==> src/rtl/div_issue_seq.sv <==
// div_issue_seq: issue sequencer in front of a fixed-latency array divider.
// Accepts tagged divide requests, registers the operands toward the divider,
// tracks in-flight operations in a LATENCY-deep valid/tag pipe and buffers
// results in a DEPTH-entry FIFO. Credits (FIFO count + in-flight) gate
// in_ready so a divider result always finds a free FIFO slot.
// Optional build macro DIV_ISSUE_SEQ_SAT_EN: results flagged dbz or ovf are
// stored as quotient = all ones, remainder = 0 (flags kept).
//
// Handshakes: a transfer happens on a rising edge where valid & ready are both
// high; valid, once raised, is not expected to drop before the transfer, and
// ready never depends on valid in the same cycle.
module div_issue_seq #(
  parameter int WIDTH   = 32,
  parameter int LATENCY = 1,
  parameter int DEPTH   = 4,
  parameter int TAG_W   = 4
) (
  input  logic                     clk,
  input  logic                     rst_n,
  input  logic                     in_valid,
  output logic                     in_ready,
  input  logic [2*WIDTH-1:0]       in_dividend,
  input  logic [WIDTH-1:0]         in_divisor,
  input  logic [TAG_W-1:0]         in_tag,
  output logic [2*WIDTH-1:0]       div_dividend,
  output logic [WIDTH-1:0]         div_divisor,
  input  logic [WIDTH-1:0]         div_quotient,
  input  logic [WIDTH-1:0]         div_remainder,
  input  logic                     div_dbz,
  input  logic                     div_ovf,
  output logic                     out_valid,
  input  logic                     out_ready,
  output logic [WIDTH-1:0]         out_quotient,
  output logic [WIDTH-1:0]         out_remainder,
  output logic                     out_dbz,
  output logic                     out_ovf,
  output logic [TAG_W-1:0]         out_tag,
  output logic [$clog2(DEPTH):0]   occupancy
);

  localparam int AW = $clog2(DEPTH);
  localparam int CW = AW + 1;
  localparam logic [CW-1:0] DEPTH_C = CW'(DEPTH);

  // Operand registers toward the divider
  logic [2*WIDTH-1:0] r_dividend;
  logic [WIDTH-1:0]   r_divisor;

  // In-flight tracking: one valid/tag slot per divider latency cycle
  logic [LATENCY-1:0] r_pipe_vld;
  logic [TAG_W-1:0]   r_pipe_tag [LATENCY];
  logic [CW-1:0]      r_inflight;

  // Result FIFO
  logic [WIDTH-1:0]   r_mem_quot [DEPTH];
  logic [WIDTH-1:0]   r_mem_rem  [DEPTH];
  logic               r_mem_dbz  [DEPTH];
  logic               r_mem_ovf  [DEPTH];
  logic [TAG_W-1:0]   r_mem_tag  [DEPTH];
  logic [AW-1:0]      r_wr_ptr;
  logic [AW-1:0]      r_rd_ptr;
  logic [CW-1:0]      r_count;

  logic               w_issue;
  logic               w_capture;
  logic               w_pop;
  logic               w_full;
  logic               w_empty;
  logic [CW-1:0]      w_occ;
  logic [WIDTH-1:0]   w_cap_quot;
  logic [WIDTH-1:0]   w_cap_rem;

  assign w_occ     = r_count + r_inflight;
  assign w_full    = (r_count == DEPTH_C);
  assign w_empty   = (r_count == '0);
  assign in_ready  = (w_occ < DEPTH_C);
  assign w_issue   = in_valid & in_ready;
  assign w_capture = r_pipe_vld[LATENCY-1];
  assign w_pop     = out_valid & out_ready;

`ifdef DIV_ISSUE_SEQ_SAT_EN
  // Exceptional results collapse to a fixed pattern so consumers need not
  // interpret whatever the divider left on its outputs.
  assign w_cap_quot = (div_dbz | div_ovf) ? '1 : div_quotient;
  assign w_cap_rem  = (div_dbz | div_ovf) ? '0 : div_remainder;
`else
  assign w_cap_quot = div_quotient;
  assign w_cap_rem  = div_remainder;
`endif

  // Operand registers load on accept and hold otherwise
  always_ff @(posedge clk or negedge rst_n) begin
    if (!rst_n) begin
      r_dividend <= '0;
      r_divisor  <= '0;
    end else if (w_issue) begin
      r_dividend <= in_dividend;
      r_divisor  <= in_divisor;
    end
  end

  // Valid/tag shift pipe mirroring the divider latency
  always_ff @(posedge clk or negedge rst_n) begin
    if (!rst_n) begin
      r_pipe_vld <= '0;
      for (int i = 0; i < LATENCY; i++) r_pipe_tag[i] <= '0;
    end else begin
      r_pipe_vld[0] <= w_issue;
      r_pipe_tag[0] <= in_tag;
      for (int i = 1; i < LATENCY; i++) begin
        r_pipe_vld[i] <= r_pipe_vld[i-1];
        r_pipe_tag[i] <= r_pipe_tag[i-1];
      end
    end
  end

  // In-flight counter: +1 on issue, -1 when the result is captured
  always_ff @(posedge clk or negedge rst_n) begin
    if (!rst_n) begin
      r_inflight <= '0;
    end else begin
      case ({w_issue, w_capture})
        2'b10:   r_inflight <= r_inflight + CW'(1);
        2'b01:   r_inflight <= r_inflight - CW'(1);
        default: r_inflight <= r_inflight;
      endcase
    end
  end

  // FIFO storage and write pointer: capture writes the divider result at the tail
  always_ff @(posedge clk or negedge rst_n) begin
    if (!rst_n) begin
      r_wr_ptr <= '0;
      for (int i = 0; i < DEPTH; i++) begin
        r_mem_quot[i] <= '0;
        r_mem_rem[i]  <= '0;
        r_mem_dbz[i]  <= 1'b0;
        r_mem_ovf[i]  <= 1'b0;
        r_mem_tag[i]  <= '0;
      end
    end else if (w_capture) begin
      r_mem_quot[r_wr_ptr] <= w_cap_quot;
      r_mem_rem[r_wr_ptr]  <= w_cap_rem;
      r_mem_dbz[r_wr_ptr]  <= div_dbz;
      r_mem_ovf[r_wr_ptr]  <= div_ovf;
      r_mem_tag[r_wr_ptr]  <= r_pipe_tag[LATENCY-1];
      r_wr_ptr             <= r_wr_ptr + AW'(1);
    end
  end

  // Read pointer advances on pop
  always_ff @(posedge clk or negedge rst_n) begin
    if (!rst_n) begin
      r_rd_ptr <= '0;
    end else if (w_pop) begin
      r_rd_ptr <= r_rd_ptr + AW'(1);
    end
  end

  // FIFO count: +1 on capture, -1 on pop
  always_ff @(posedge clk or negedge rst_n) begin
    if (!rst_n) begin
      r_count <= '0;
    end else begin
      case ({w_capture, w_pop})
        2'b10:   r_count <= r_count + CW'(1);
        2'b01:   r_count <= r_count - CW'(1);
        default: r_count <= r_count;
      endcase
    end
  end

  // A capture must always find a free slot; the credit check guarantees it.
  assert property (@(posedge clk) disable iff (!rst_n) !(w_capture && w_full));

  assign div_dividend  = r_dividend;
  assign div_divisor   = r_divisor;
  assign out_valid     = !w_empty;
  assign out_quotient  = r_mem_quot[r_rd_ptr];
  assign out_remainder = r_mem_rem[r_rd_ptr];
  assign out_dbz       = r_mem_dbz[r_rd_ptr];
  assign out_ovf       = r_mem_ovf[r_rd_ptr];
  assign out_tag       = r_mem_tag[r_rd_ptr];
  assign occupancy     = w_occ;

endmodule
==> config.mk <==
export PLATFORM = sky130hd
export DESIGN_NAME = div_issue_seq
export DESIGN_NICKNAME = d
export VERILOG_FILES = /design/src/rtl/div_issue_seq.sv
export SDC_FILE = /design/constraint.sdc
export NUM_CORES = 1
export LEC_CHECK = 0
export CAP_MARGIN = 20
export CORE_ASPECT_RATIO = 0.9
export CORE_MARGIN = 2
export CORE_UTILIZATION = 51
export DETAILED_ROUTE_END_ITERATION = 6
export GPL_TIMING_DRIVEN = 0
export PLACE_DENSITY = 0.87
export SETUP_SLACK_MARGIN = 0.05
export SLEW_MARGIN = 10
export SYNTH_ARGS = -nofsm -noshare
export SYNTH_HDL_FRONTEND = slang
export SYNTH_SLANG_ARGS = --single-unit
==> constraint.sdc <==
create_clock -name clk -period 3.3 [get_ports clk]
set_input_delay 0.33 -clock clk [delete_from_list [all_inputs] [get_ports clk]]
set_output_delay 0.33 -clock clk [all_outputs]
set_load 0.01 [all_outputs]
[Word level (Yosys, flattened, before mapping)]
Index checks and enable logic that the tools add are counted.
Word-level totals
  flip-flop bits (word level): 391
  output and inout bits: 171
Cells by class
  add/subtract/negate cells: 7
  $lt $le $gt $ge: 4
  eq/ne operators: 4
  mux-type cells: 28
  bitwise logic cells: 4
  reductions and logical operators: 5
Operator list (number)
  $bwmux 128: 2
  $mux 32: 5
  $bmux 32 s2: 2
  $demux 32 s2: 1
  $bwmux 16: 1
  $mux 4: 3
  $pmux 3 s2: 2
  $bmux 4 s2: 1
  $bwmux 4: 2
  $demux 4 s2: 1
  $add 3x1->3 const B: 2
  $ge 3x3->1 const B: 2
  $not 2->3: 2
  $sub 3x1->3 const B: 2
  $mux 1: 5
  $add 2x1->2 const B: 2
  $bmux 1 s2: 2
  $eq 2x1->1 const B: 2
  $eq 2x2->1 const B: 2
  $reduce_bool 2->1: 2
  $add 3x3->3: 1
  $logic_not 3->1: 1
  $lt 3x1->1 const B: 1
  $lt 3x3->1 const B: 1
  other kinds (4): 5

[Depth between registers and ports, before layout]
  word-level depth: 6
  mapped depth: 11
  depth with buffers taken out: 10

[Worst setup path after synthesis]
No wires, ideal clock.
  path type: flip-flop to flip-flop
  start: reg r_inflight[0]
  end: reg r_inflight[2]
  data arrival time: 2.521 ns
  slack: 0.700 ns
  cell stages (with the launch flop): 12
  clock period less this slack: 2.600 ns
  cell sequence: dfrtp_1 > ha_1 > fa_1 > xnor3_2 > nand2_4 > buf_4 > ha_1 > inv_1 > fa_1 > xor2_1 > nor2_1 > xor2_1
On the way
  word-level cells in the longest chain between the ends: 5
RTL lines
  start: declaration: RTL line 52  | logic [CW-1:0] r_inflight;
  start signal: assignment: RTL line 123  | 2'b10: r_inflight <= r_inflight + CW'(1);
  start signal: assignment: RTL line 124  | 2'b01: r_inflight <= r_inflight - CW'(1);
  start signal: assignment: RTL line 125  | default: r_inflight <= r_inflight;
  $add 3x3->3 *: RTL line 73  | assign w_occ = r_count + r_inflight;
  $lt 3x3->1 *: RTL line 76  | assign in_ready = (w_occ < DEPTH_C);
  net in_ready: RTL line 21  | output logic in_ready,
  $and 1x1->1 *: RTL line 77  | assign w_issue = in_valid & in_ready;
  $eq 2x1->1 or $eq 2x2->1 (tied branches): RTL line 122  | case ({w_issue, w_capture})
  $pmux 3 s2 or $reduce_bool 2->1 (tied branches)
The timed path passes the listed nets; every way through them passes the cells marked *.
A chain may end at the register's enable or synchronous reset.

[Worst setup path in the final report]
  start: reg r_rd_ptr[1]
  end: out out_remainder[18]
On the way
  word-level cells in the longest chain between the ends: 4
RTL lines
  start: declaration: RTL line 61  | logic [AW-1:0] r_rd_ptr;
  start signal: assignment: RTL line 156  | r_rd_ptr <= r_rd_ptr + AW'(1);
  $not 2->3 (not written as such): RTL line 180  | assign out_remainder = r_mem_rem[r_rd_ptr];
  $bmux 32 s2: RTL line 180
  $mux 32 (not written as such) (2 in a row): RTL line 180
  end: declaration: RTL line 34  | output logic [WIDTH-1:0] out_remainder,
Every way passes these cells. The select of a mux whose other input is x is not followed.

==> summary.json <==
{
  "outcome": {
    "outcome": "completed"
  },
  "logic_synthesis": {
    "ys_async_sr_fraction_pct": 100.0,
    "synth_top_cells_by_count": "391 x dfrtp_1, 356 x mux2_2, 70 x mux4_2",
    "syn-num-nets": 1117,
    "yosys.area.top_type": "dfrtp_1",
    "synth_seq_area_share_pct": 59.80,
    "synthDistinctLibCells": 23,
    "most_frequent_cell_after_synthesis": "dfrtp_1",
    "synth-edff-count": 0,
    "synth.yosys.warnings": 0,
    "synth_ff_type": "dfrtp_1",
    "gate_count_after_technology_mapping": 937,
    "syn_area_mm2": 0.01636,
    "synth_top_area_share_pct": 59.80,
    "synth_seq_cells": 391,
    "netlist_top_cells_area": "dfrtp_1 60%, mux2_2 24%, mux4_2 9.6%",
    "syn_area_per_cell_um2": 17.46
  },
  "floorplanning": {
    "die_h_um": 173.9,
    "initial_util_pct": 51.57,
    "fp.coreArea_mm2": 0.03173,
    "dieWidth_um": 192.8,
    "pin_count": 341,
    "die-area_mm2": 0.03354,
    "num_rows": 62
  },
  "placement": {
    "io_buffer_count": 340,
    "globalplace.congestion": 0.8079,
    "postPlaceCellArea_mm2": 0.02037,
    "placement.setup.worst_slack_ns": 0.3865,
    "hpwlAfterDp_um": 26940
  },
  "clock_network": {
    "insertion_delay_ns": 0.54,
    "cts_tree": "yes",
    "cts_root_buf": "clkbuf_16",
    "cts.sink_count": 391,
    "cts_buffer_depth": 3,
    "cts-buffers-inserted": 42,
    "clock_tree.htree_level_count": 2,
    "cts.repair_timing.setup_buffer_count": 0,
    "clkTransAtPathRegs_ns": 0.06
  },
  "worst_hold_path": {
    "hp-class": "input port to flip-flop",
    "hold_end": "r_pipe_tag[3]",
    "holdPathStages": 1,
    "start_point_of_the_worst_min_delay_path": "in_tag[3]"
  },
  "sta": {
    "worst_slew_margin_rel_pct": 56.93,
    "max_slew.worst_pin.slew_ns": 0.6461,
    "final_ws_setup_ns": 0.1528,
    "worst_hold_slack_ns": 0.2340,
    "timing_hold_violations_final": 0,
    "grt_setup_unrepaired": "no",
    "timing.final.crit_share_pct": 95.37,
    "final_max_slew_viol_count": 0,
    "maxClockFrequency_ghz": 0.3177,
    "final-setup-viol-count": 0,
    "clock-skew-final_ns": 0.01249,
    "final_critical_delay_including_setup_and_external_delays_ns": 3.147
  },
  "cells_and_area": {
    "antenna_cells_inserted": 0,
    "multi_input_comb_area_mm2": 0.006216,
    "design_area_mm2": 0.02184,
    "layout-drive-gt1-share_pct": 42.16,
    "seq_area_mm2": 0.009784,
    "fill_cells": 2105,
    "final_net_count": 1505,
    "area_growth_pct": 33.49
  },
  "global_route": {
    "grt_start_max_net_pins": 115,
    "gr-usage-all-layers_pct": 24.12,
    "grt_pass1_vias": 11120,
    "grt_pass1_wl_um": 61880,
    "antenna_found_initial": 0,
    "grt_overflow": 0
  },
  "worst_setup_path": {
    "critical-path-slowest-cell": "clkbuf_1",
    "timing.critical_path.required_ns": 2.97,
    "terminus_of_the_critical_flop_to_flop_path": "r_inflight[2]",
    "timing.reg2reg.worst_path_depth": 11,
    "worst_path_largest_cell_delay_ns": 0.55,
    "path_cells": "clkbuf_1 > clkbuf_1 > mux4_2 > clkdlybuf4s50_1",
    "critical_path.startpoint_type": "flip-flop",
    "crit_path_end_kind": "primary output",
    "timing.setup.critical_path_class": "flip-flop to primary output",
    "worstPathArrival_ns": 2.82,
    "setup.worst_path.start": "r_rd_ptr[1]",
    "worst-r2r-setup-slack_ns": 0.38,
    "critical_path_peak_fanout": 10,
    "critical_path.reg2reg.startpoint": "r_count[0]",
    "cpMostUsedCell": "clkbuf_1"
  },
  "power": {
    "static-leakage-power_uw": 0.009203,
    "irDropWorstVdd_mv": 0.8763,
    "pwr_density_cell_mw_per_mm2": 1166
  },
  "routing": {
    "drtAntennaViolNets": 0,
    "routedWlPerCell_um": 22.16,
    "drt-pass1-iter-count": 4,
    "routed-via-count": 9671,
    "first_iter_violations": 371,
    "drc": 0,
    "wl_um": 39340,
    "via_per_inst": 5.448
  },
  "job": {
    "max-cap-violations": 0
  }
}
-- repair_timing --
item	in CTS	in global routing
hold endpoints to repair	81	0
gates resized for setup	5	2
hold buffers	1	0
endpoints found under the setup margin	35	5
-- worst max-delay path, delay by kind of cell (launching register included) --
| kind | cells | cell delay, ns |
|---|---|---|
| DFF | 1 | 0.32 |
| buffers and inverters | 3 | 1.56 |
| muxes | 1 | 0.40 |
-- per-stage QoR --
stage	util (%)	setup TNS [ns]	instances	power [uW]
global route	68.85	0	1775	26800
CTS	68.84	0	1775	25690
finish	68.85	0	1775	25470
global placement	63.94	-5722.20	1693	20230
detailed placement	64.22	0	1696	20690
floorplan	-	0	937	15440
-- cell usage in the layout (no fill, tap or decap), drive strengths merged --
cell type and instances:
dfrtp 391, clkinvlp 1, inv 11, clkbuf 79, nor2 2, xnor3 1
fa 3, dlygate4sd3 1, nand3 1, o21ai 1, mux4 70, buf 50
or3 1, mux2 376, mux2i 2, bufinv 1, xor2 6, clkdlybuf4s50 339
clkinv 6, ha 7, xnor2 3, and2 1, nand2 6
-- report_power, final --
group / internal, uW / leakage [uW] / switching [uW] / total [uW]
Combinational: 7420 / 0.00391 / 4670 / 12100
Sequential: 7310 / 0.00457 / 1270 / 8580
Clock: 2930 / 0.000718 / 1880 / 4810
-- state kept, by name, indices dropped and copies added (netlist names), 4 cells and up --
signal and count:
div_dividend 64, div_divisor 32, r_mem_dbz 4, r_mem_ovf 4, r_mem_quot 128, r_mem_rem 128, r_mem_tag 16, r_pipe_tag 4
-- routing by layer --
metal | vias up | share of wire (%) | global-route usage [%] | routed length [um]
met4 | 0 | 2.4 | 6.775 | 962
met2 | 243 | 50 | 40.31 | 19830
met1 | 5153 | 42 | 31.42 | 16370
met5 | - | 0 | 0 | 0
met3 | 61 | 5.5 | 6.037 | 2178
li1 | 4214 | - | - | -
-- cells by family after synthesis --
family / count (synthesis) / share of synthesized area (%)
and+or+nand+nor: 11 / 0.3365
buffers and inverters: 66 / 2.217
adders and majority gates: 10 / 0.9023
xor gates and xnor gates: 10 / 0.6270
muxes: 448 / 36.09
DFF: 391 / 59.80
AOI/OAI and AO/OA: 1 / 0.03056
-- worst max-delay path by stage --
stage | endpoint
floorplan | r_inflight[2]
global placement | div_dividend[11]
detailed placement | r_inflight[2]
CTS | out_remainder[18]
global route | out_remainder[18]
finish | out_remainder[18]
-- layout make-up --
cell class                 count  share of cell area (%)
clock inverter                 8                  0.3265
clock buffer                  70                   6.318
inverter                      11                  0.1890
buffer                        55                   1.506
tap                          416                   2.383
multi-input combinational    480                   28.46
timing repair buffer         344                   16.03
sequential                   391                   44.79
No activity file was read; power rests on OpenSTA's default activity.
